$ cat src/rtl/rs232_pkg.sv
// Shared definitions for the RS232 receive/transmit controllers.
package rs232_pkg;

   typedef enum logic [1:0] {
      IDLE = 2'd0,
      ACK  = 2'd1,
      WAIT = 2'd2
   } rx_state_e;

   localparam int CTL_FSEL    = 0;
   localparam int CTL_OVR_CLR = 1;

   // Values driven on fsel toward the receiver/transmitter
   localparam logic BAUD_19200  = 1'b0;
   localparam logic BAUD_115200 = 1'b1;

endpackage

$ cat src/rtl/rs232_fifo.sv
// Synchronous first-word-fall-through byte FIFO with occupancy count.
module rs232_fifo #(
   parameter int DEPTH = 16,
   parameter int AW    = $clog2(DEPTH)
) (
   input  logic          clk,
   input  logic          rst,
   input  logic          i_push,
   input  logic [7:0]    i_din,
   input  logic          i_pop,
   output logic [7:0]    o_dout,
   output logic [AW:0]   o_count,
   output logic          o_full,
   output logic          o_empty
);

   logic [7:0]    r_mem [DEPTH];
   logic [AW-1:0] r_head;
   logic [AW-1:0] r_tail;
   logic [AW:0]   r_count;
   logic          w_pop;
   logic          w_push;

   assign o_empty = (r_count == '0);
   assign o_full  = (r_count == (AW+1)'(DEPTH));
   assign w_pop   = i_pop & ~o_empty;
   // A push while full is only legal when a pop frees the slot this cycle
   assign w_push  = i_push & (~o_full | w_pop);
   assign o_dout  = r_mem[r_head];
   assign o_count = r_count;

   always_ff @(posedge clk) begin
      if (w_push) begin
         r_mem[r_tail] <= i_din;
      end
   end

   always_ff @(posedge clk) begin
      if (rst) begin
         r_head  <= '0;
         r_tail  <= '0;
         r_count <= '0;
      end else begin
         if (w_push) begin
            r_tail <= r_tail + AW'(1'b1);
         end
         if (w_pop) begin
            r_head <= r_head + AW'(1'b1);
         end
         case ({w_push, w_pop})
            2'b10:   r_count <= r_count + (AW+1)'(1'b1);
            2'b01:   r_count <= r_count - (AW+1)'(1'b1);
            default: r_count <= r_count;
         endcase
      end
   end

endmodule

$ cat src/rtl/rs232_rx_ctrl.sv
// RS232 receive-side controller: rdy/done handshake, byte FIFO, baud select.
// Optional RX_OVERRUN_CNT_EN adds an 8-bit saturating drop counter (ovr_cnt).
module rs232_rx_ctrl
   import rs232_pkg::*;
#(
   parameter int DEPTH = 16,
   parameter int AW    = $clog2(DEPTH)
) (
   input  logic          clk,
   input  logic          rst,
   input  logic          rx_rdy,
   input  logic [7:0]    rx_data,
   output logic          rx_done,
   output logic          fsel,
   input  logic          ctl_wr,
   input  logic [1:0]    ctl_wdata,
   input  logic          rd,
   output logic [7:0]    dout,
   output logic          avail,
   output logic          full,
   output logic [AW:0]   count,
   output logic          overrun
`ifdef RX_OVERRUN_CNT_EN
   ,
   output logic [7:0]    ovr_cnt
`endif
);

   rx_state_e r_state;
   logic      r_rx_done;
   logic      r_fsel;
   logic      r_overrun;
   logic      w_empty;
   logic      w_full;
   logic      w_capture;
   logic      w_pop_ok;
   logic      w_push;
   logic      w_drop;
   logic      w_ovr_clr;

   assign w_capture = (r_state == IDLE) & rx_rdy;
   assign w_pop_ok  = rd & ~w_empty;
   assign w_push    = w_capture & (~w_full | w_pop_ok);
   assign w_drop    = w_capture & ~w_push;
   assign w_ovr_clr = ctl_wr & ctl_wdata[CTL_OVR_CLR];

   rs232_fifo #(.DEPTH(DEPTH), .AW(AW)) u_fifo (
      .clk     (clk),
      .rst     (rst),
      .i_push  (w_push),
      .i_din   (rx_data),
      .i_pop   (rd),
      .o_dout  (dout),
      .o_count (count),
      .o_full  (w_full),
      .o_empty (w_empty)
   );

   // WAIT holds off recapture until the receiver has released rdy
   always_ff @(posedge clk) begin
      if (rst) begin
         r_state   <= IDLE;
         r_rx_done <= 1'b0;
      end else begin
         r_rx_done <= 1'b0;
         case (r_state)
            IDLE: begin
               if (rx_rdy) begin
                  r_state   <= ACK;
                  r_rx_done <= 1'b1;
               end else begin
                  r_state <= IDLE;
               end
            end
            ACK:     r_state <= WAIT;
            WAIT: begin
               if (!rx_rdy) begin
                  r_state <= IDLE;
               end else begin
                  r_state <= WAIT;
               end
            end
            default: r_state <= IDLE;
         endcase
      end
   end

   always_ff @(posedge clk) begin
      if (rst) begin
         r_fsel    <= BAUD_19200;
         r_overrun <= 1'b0;
      end else begin
         if (ctl_wr) begin
            r_fsel <= ctl_wdata[CTL_FSEL];
         end
         if (w_drop) begin
            r_overrun <= 1'b1;
         end else if (w_ovr_clr) begin
            r_overrun <= 1'b0;
         end
      end
   end

`ifdef RX_OVERRUN_CNT_EN
   logic [7:0] r_ovr_cnt;

   // A drop coinciding with a clear leaves the count at one
   always_ff @(posedge clk) begin
      if (rst) begin
         r_ovr_cnt <= 8'd0;
      end else if (w_ovr_clr) begin
         r_ovr_cnt <= {7'd0, w_drop};
      end else if (w_drop && (r_ovr_cnt != 8'hFF)) begin
         r_ovr_cnt <= r_ovr_cnt + 8'd1;
      end
   end

   assign ovr_cnt = r_ovr_cnt;
`endif

   assign rx_done = r_rx_done;
   assign fsel    = r_fsel;
   assign overrun = r_overrun;
   assign avail   = ~w_empty;
   assign full    = w_full;

endmodule

$ cat config.mk
export PLATFORM = sky130hd
export DESIGN_NAME = rs232_rx_ctrl
export DESIGN_NICKNAME = d
export VERILOG_FILES = /design/src/rtl/rs232_pkg.sv /design/src/rtl/rs232_fifo.sv /design/src/rtl/rs232_rx_ctrl.sv
export SDC_FILE = /design/constraint.sdc
export NUM_CORES = 1
export LEC_CHECK = 0
export ABC_AREA = 1
export CAP_MARGIN = 20
export CORE_AREA = 2 2 117 119
export DETAILED_ROUTE_END_ITERATION = 12
export DIE_AREA = 0 0 119 121
export HOLD_SLACK_MARGIN = 0.02
export PLACE_DENSITY = 0.67
export SYNTH_ARGS = -nofsm -noshare
export SYNTH_HDL_FRONTEND = slang
export SYNTH_SLANG_ARGS = --single-unit
$ cat constraint.sdc
create_clock -name clk -period 2.9 [get_ports clk]
set_input_delay 0.58 -clock clk [delete_from_list [all_inputs] [get_ports clk]]
set_output_delay 0.58 -clock clk [all_outputs]
set_load 0.005 [all_outputs]
==> results_dict.tcl, run 1 <==
set metrics [dict create \
    status "finished, final reports clean" \
    setup_tns_ps 0 \
    final-instance-count-excl-fill 807 \
    hold_end "r_state[1]" \
    register_area_um2 4290 \
    dp.cells 773 \
    path_cells "buf_4 -> a21oi_1 -> o21ai_0 -> nand3_1 -> nand3_1 -> nand2_1 -> clkdlybuf4s50_1" \
    hold_buffers 0 \
    root_buffer "clkbuf_16" \
    yosysWarnings 0 \
    r2r_start "u_fifo.o_count[4]" \
    fin_nets 642 \
    grt_max_degree 65 \
    rr_worst_depth 15 \
    vias 4192 \
    hold_viol_final 0 \
    critical_path.most_common_cell "nand3_1" \
    slew_viol_final 0 \
    worstHoldPathCells 1 \
    fin_worst_skew_ps 4.54 \
    critical-path-top-delay-family "buffers and inverters" \
    grt_pass1_wl_um 20200 \
    wire_per_inst_um 15.3 \
    final_core_util_pct 58.5 \
    numCtsBuffers 17 \
    ys_seq_area_share_pct 66.4 \
    initial_core_util_pct 49.3 \
    synth_top_family_by_area "simple AND/OR/NAND/NOR gates" \
    die_w_um 119 \
    antenna_cells 0 \
    critPathCaptureType "output pin" \
    overflow 0 \
    clock_tree.buffer_depth 2 \
    crit_buf_inv 2 \
    drt-pass1-iter-count 5 \
    synth_xor_area_share_pct 0.679 \
    numPortBuffers 32 \
    period_share_pct 94.3 \
    ys_types 27 \
    ys_ff_latch 150 \
    cap_violations 0 \
    syn2layout_area_growth_pct 18.6 \
    timing.slew.headroom_pct 58.1 \
    critPathLaunchType "flip-flop" \
    fillCellCount 1038 \
    hp-class "reg -> reg" \
    vias_per_cell 5.19 \
    fmax_mhz 365 \
    io_pins 33 \
    h-tree-depth 4 \
    gp_congestion 0.853 \
    worstSkewPairLatency_ps 410 \
    worst_pin_slew_ps 627 \
    power.density_nw_per_um2 828 \
    die-area_um2 14400 \
    arrival_ps 2160 \
    synthSimpleGateAreaFrac_pct 11.7 \
    antenna_found_initial 0 \
    crit_required_ps 2320 \
    synth_cells 571 \
    critPathKind "reg -> out" \
    cts_tree "built" \
    r2r_end "u_fifo.o_count[4]" \
    multi_input_area_um2 1650 \
    hpwlAfterDp_um 7870 \
    drt-total-wl_um 12300 \
    synth_mux_area_share_pct 0 \
    fin_crit_ps 2740 \
    drc 0 \
    post_cts_resized 0 \
    core_area_um2 13100 \
    synth_fa_ha_area_share_pct 1.75 \
    cts.sinks 150 \
    ir_drop_mv 0.530 \
    slowest_delay_ps 520 \
    track_usage_pct 18.3 \
    synth_compound_area_share_pct 11.4 \
    synthesis.nets 595 \
    rsz0062_at_grt "no" \
    die_h_um 121 \
    crit_slowest_cell "clkdlybuf4s50_1" \
    critPathMaxFanout 14 \
    hp-start "r_state[1]" \
    drt_iter0_markers 330 \
    antenna_left 0 \
    placementRows 42 \
    clk_pin_slew_worst_paths_ps 50 \
    fin_ws_ps 164 \
    setup_viol 0 \
    p_leak_nw 2.87 \
    dp_slack_ps 155 \
    synth_area_per_cell_um2 11.3 \
    rrSetupSlack_ps 680 \
    grt_pass1_vias 4067 \
    layout-drive-gt1-share_pct 11.4 \
    netlist_area_um2 6450 \
]
[layout make-up]
type	count	share of cell area, %
multi-input cells	300	21.6
clock buffers	18	5.61
well taps	176	2.88
repair buffers	57	7.23
flip-flops and latches	150	56.1
inverters	92	4.51
clock inverters	14	2.14
[per-layer routing]
metal  vias to the layer above  part of all wire (%)  global-route usage [%]  wire (um)
met5                         -                     0                       0          0
met4                         0                   1.0                    5.58        125
met3                        12                   5.0                    5.55        612
met2                       114                    51                    31.0       6340
met1                      1993                    43                    22.8       5250
li1                       2073                     -                       -          -
[cell usage after synthesis, drive strengths merged]
| master | count | area share [%] |
|---|---|---|
| nand4 | 1 | 0.33 |
| o21ai | 42 | 3.3 |
| edfxtp | 128 | 60 |
| inv | 92 | 5.4 |
| xor2 | 4 | 0.54 |
| nand2 | 70 | 4.2 |
| ha | 9 | 1.7 |
| nor3 | 12 | 0.93 |
| o21bai | 1 | 0.12 |
| nor2 | 23 | 1.6 |
| xnor2 | 1 | 0.14 |
| nand3 | 59 | 4.7 |
| buf | 23 | 2.3 |
| o211ai | 32 | 4.5 |
| dfxtp | 22 | 6.8 |
| clkbuf | 6 | 0.35 |
| a21oi | 46 | 3.6 |
[stage by stage]
step | hold slack, ps | power [mW] | area [um2]
after floorplan | 442 | 3.60 | 6450
after global placement | 460 | 4.09 | 7040
after detailed placement | 465 | 4.14 | 7040
after CTS | 472 | 6.37 | 7640
after global routing | 516 | 6.70 | 7650
final | 471 | 6.34 | 7650
[worst max path at each step]
stage / startpoint / end / depth (start not counted)
floorplan: rx_rdy / u_fifo.o_count[4] / 16
global placement: rx_rdy / u_fifo.o_count[4] / 16
detailed placement: rx_rdy / u_fifo.o_count[4] / 16
CTS: flip-flop / dout[6] / 6
global route: flip-flop / dout[6] / 7
finish: flip-flop / dout[3] / 7
[sequential cells by signal, summed over array words and instances, names as in the netlist, named ones only]
name and cells:
r_state 2, overrun 1, u_fifo.r_head 4, rx_done 1
u_fifo.r_tail 4, fsel 1, u_fifo.o_count 5, u_fifo.r_mem 128
[cell usage in the layout (no fill, tap or decap), types with 9 or more instances in the layout]
cell type / n
o211ai_1: 22
edfxtp_1: 128
dfxtp_1: 20
inv_1: 91
nand3_1: 58
nand2_1: 68
buf_4: 21
o21ai_0: 37
nor2_1: 19
nor3_1: 12
o211ai_2: 10
clkbuf_16: 17
a21oi_1: 46
ha_1: 9
clkdlybuf4s50_1: 32
[repair_timing]
item                       4_1_cts  5_1_grt
buffers inserted                 1        1
hold endpoints to repair         0        0
setup endpoints to repair        3        1
[power by group]
group / total (mW) / internal [mW] / leakage, nW / switching, mW
clock: 2.20 / 1.41 / 0.295 / 0.785
sequential: 2.56 / 2.44 / 1.34 / 0.119
combinational: 1.58 / 0.677 / 1.24 / 0.904
[kinds of logic (layout without fill, tap and decap cells)]
group / count (synthesis) / in the layout
flops: 150 / 150
fa+ha+maj: 9 / 9
simple gates: 165 / 165
compound gates: 121 / 121
buf+inv: 121 / 181
xor+xnor: 5 / 5
(Power assumes the default switching activity.)
==> run 2: changes to the inputs <==
Settings changed: PLACE_DENSITY 0.67 to unset, PLACE_DENSITY_LB_ADDON set to 0.2, SLEW_MARGIN set to 20.
==> run 2 against run 1 <==
  * Combinational power barely moved
  * Power fell by 0.51%
  * Clock skew rose by 1.7 ps
  * Clock-buffer cell count rose by 1
  * Clock power fell by 3%
  * First-iteration DRC count rose by 3.9%
  * Routed wire length rose by 11%
  * Critical path depth fell by 1
  * Largest cell class unchanged
  * Largest power group unchanged
==> results_dict.tcl, run 2 (same netlist as run 1, synthesis figures left out) <==
set metrics [dict create \
    worstHoldPathCells 1 \
    grt_pass1_vias 4177 \
    drt-total-wl_um 13700 \
    critPathLaunchType "flip-flop" \
    critPathKind "reg -> out" \
    antenna_cells 0 \
    layout-drive-gt1-share_pct 12.1 \
    drt-pass1-iter-count 5 \
    slew_viol_final 0 \
    timing.slew.headroom_pct 52.2 \
    hp-class "reg -> reg" \
    crit_slowest_cell "clkdlybuf4s50_1" \
    setup_tns_ps 0 \
    hold_viol_final 0 \
    slowest_delay_ps 510 \
    power.total_mw 6.31 \
    vias_per_cell 5.30 \
    largest_register "u_fifo.r_mem" \
    wire_per_inst_um 16.9 \
    fmax_mhz 364 \
    die-area_um2 14400 \
    fillCellCount 1068 \
    layout_common_cells "edfxtp_1 (128), inv_1 (90), nand2_1 (68), nand3_1 (58), a21oi_1 (46)" \
    arrival_ps 2170 \
    initial_core_util_pct 49.3 \
    clk_pin_slew_worst_paths_ps 60 \
    grt_pass1_wl_um 22000 \
    status "finished, final reports clean" \
    r2r_end "u_fifo.o_count[4]" \
    worstSkewPairLatency_ps 420 \
    fin_crit_ps 2750 \
    rrSetupSlack_ps 590 \
    die_h_um 121 \
    largest_register_ff_count 128 \
    fin_worst_skew_ps 6.19 \
    cap_violations 0 \
    r2r_start "u_fifo.o_count[4]" \
    dp.cells 775 \
    cts_tree "built" \
    root_buffer "clkbuf_16" \
    h-tree-depth 4 \
    drt_iter0_markers 343 \
    final-instance-count-excl-fill 811 \
    clock_tree.buffer_depth 2 \
    core_area_um2 13100 \
    p_leak_nw 2.88 \
    rsz0062_at_grt "no" \
    critPathMaxFanout 66 \
    track_usage_pct 20.4 \
    critPathCaptureType "output pin" \
    worst_pin_slew_ps 715 \
    gp_congestion 0.837 \
    io_pins 33 \
    placementRows 42 \
    cts.sinks 150 \
    vias 4298 \
    numPortBuffers 32 \
    setup_viol 0 \
    hold_buffers 0 \
    numCtsBuffers 17 \
    rr_worst_depth 15 \
    syn2layout_area_growth_pct 19.1 \
    critical_path.most_common_cell "nand3_1" \
    critPathCapture "dout[6]" \
    die_w_um 119 \
    antenna_left 0 \
    crit_required_ps 2320 \
    grt_max_degree 67 \
    path_cells "buf_16 -> o211ai_1 -> nand3_1 -> nand3_1 -> nand2_1 -> clkdlybuf4s50_1" \
    period_share_pct 94.8 \
    power.density_nw_per_um2 821 \
    drc 0 \
    hpwlAfterDp_um 8630 \
    overflow 0 \
    ir_drop_mv 0.442 \
    antenna_found_initial 0 \
    layout_commonest_cell "edfxtp_1" \
    fin_nets 646 \
]
run 2: final cells by class:
class	instances	area (um2)	area share (%)
clock buffers	19	433	5.64
clock inverters	13	138	1.79
inverters	92	349	4.54
multi-input cells	300	1650	21.5
flip-flops and latches	150	4290	55.8
well taps	176	220	2.87
repair buffers	61	602	7.84
run 2: per-stage QoR:
| step | hold WS (ps) | worst slack, ps | cell area (um2) | utilization [%] |
|---|---|---|---|---|
| floorplan | 442 | 692 | 6450 | - |
| global placement | 454 | 297 | 7050 | 53.9 |
| detailed placement | 471 | 152 | 7050 | 53.9 |
| CTS | 485 | 21.8 | 7620 | 58.2 |
| global route | 505 | 24.5 | 7680 | 58.7 |
| finish | 481 | 149 | 7680 | 58.7 |
run 2: worst min-delay path by stage:
stage / start / slack [ps] / end
3_5_place_dp: r_state[1] / 470 / r_state[1]
4_1_cts: r_state[1] / 480 / r_state[1]
5_1_grt: r_state[1] / 500 / r_state[1]
2_1_floorplan: r_state[1] / 440 / r_state[1]
3_3_place_gp: r_state[1] / 450 / r_state[1]
6_report: r_state[1] / 480 / r_state[1]
run 2: power breakdown:
part | switching [mW] | internal (mW) | leakage (nW) | total, mW
clock network | 0.809 | 1.33 | 0.280 | 2.14
logic | 0.932 | 0.678 | 1.26 | 1.61
registers | 0.117 | 2.44 | 1.34 | 2.56
run 2: metal layers:
metal | vias up | share of wire [%] | routed length, um | GRT usage, %
met1 | 2052 | 43 | 5970 | 26.0
met3 | 18 | 5.5 | 750 | 4.42
met2 | 143 | 50 | 6820 | 34.2
met5 | - | 0 | 0 | 0
met4 | 0 | 1.4 | 190 | 7.96
li1 | 2085 | - | - | -
run 2: timing repair:
| action | in CTS | in global routing |
|---|---|---|
| gates resized for setup | 0 | 2 |
| endpoints found under the setup margin | 0 | 8 |
| setup buffers | 0 | 4 |
run 2: critical path: cells and delay by family (launching register included):
| kind | cells | cell delay, ps |
|---|---|---|
| compound gates | 1 | 150 |
| simple gates | 3 | 310 |
| flops | 1 | 470 |
| buf+inv | 2 | 800 |
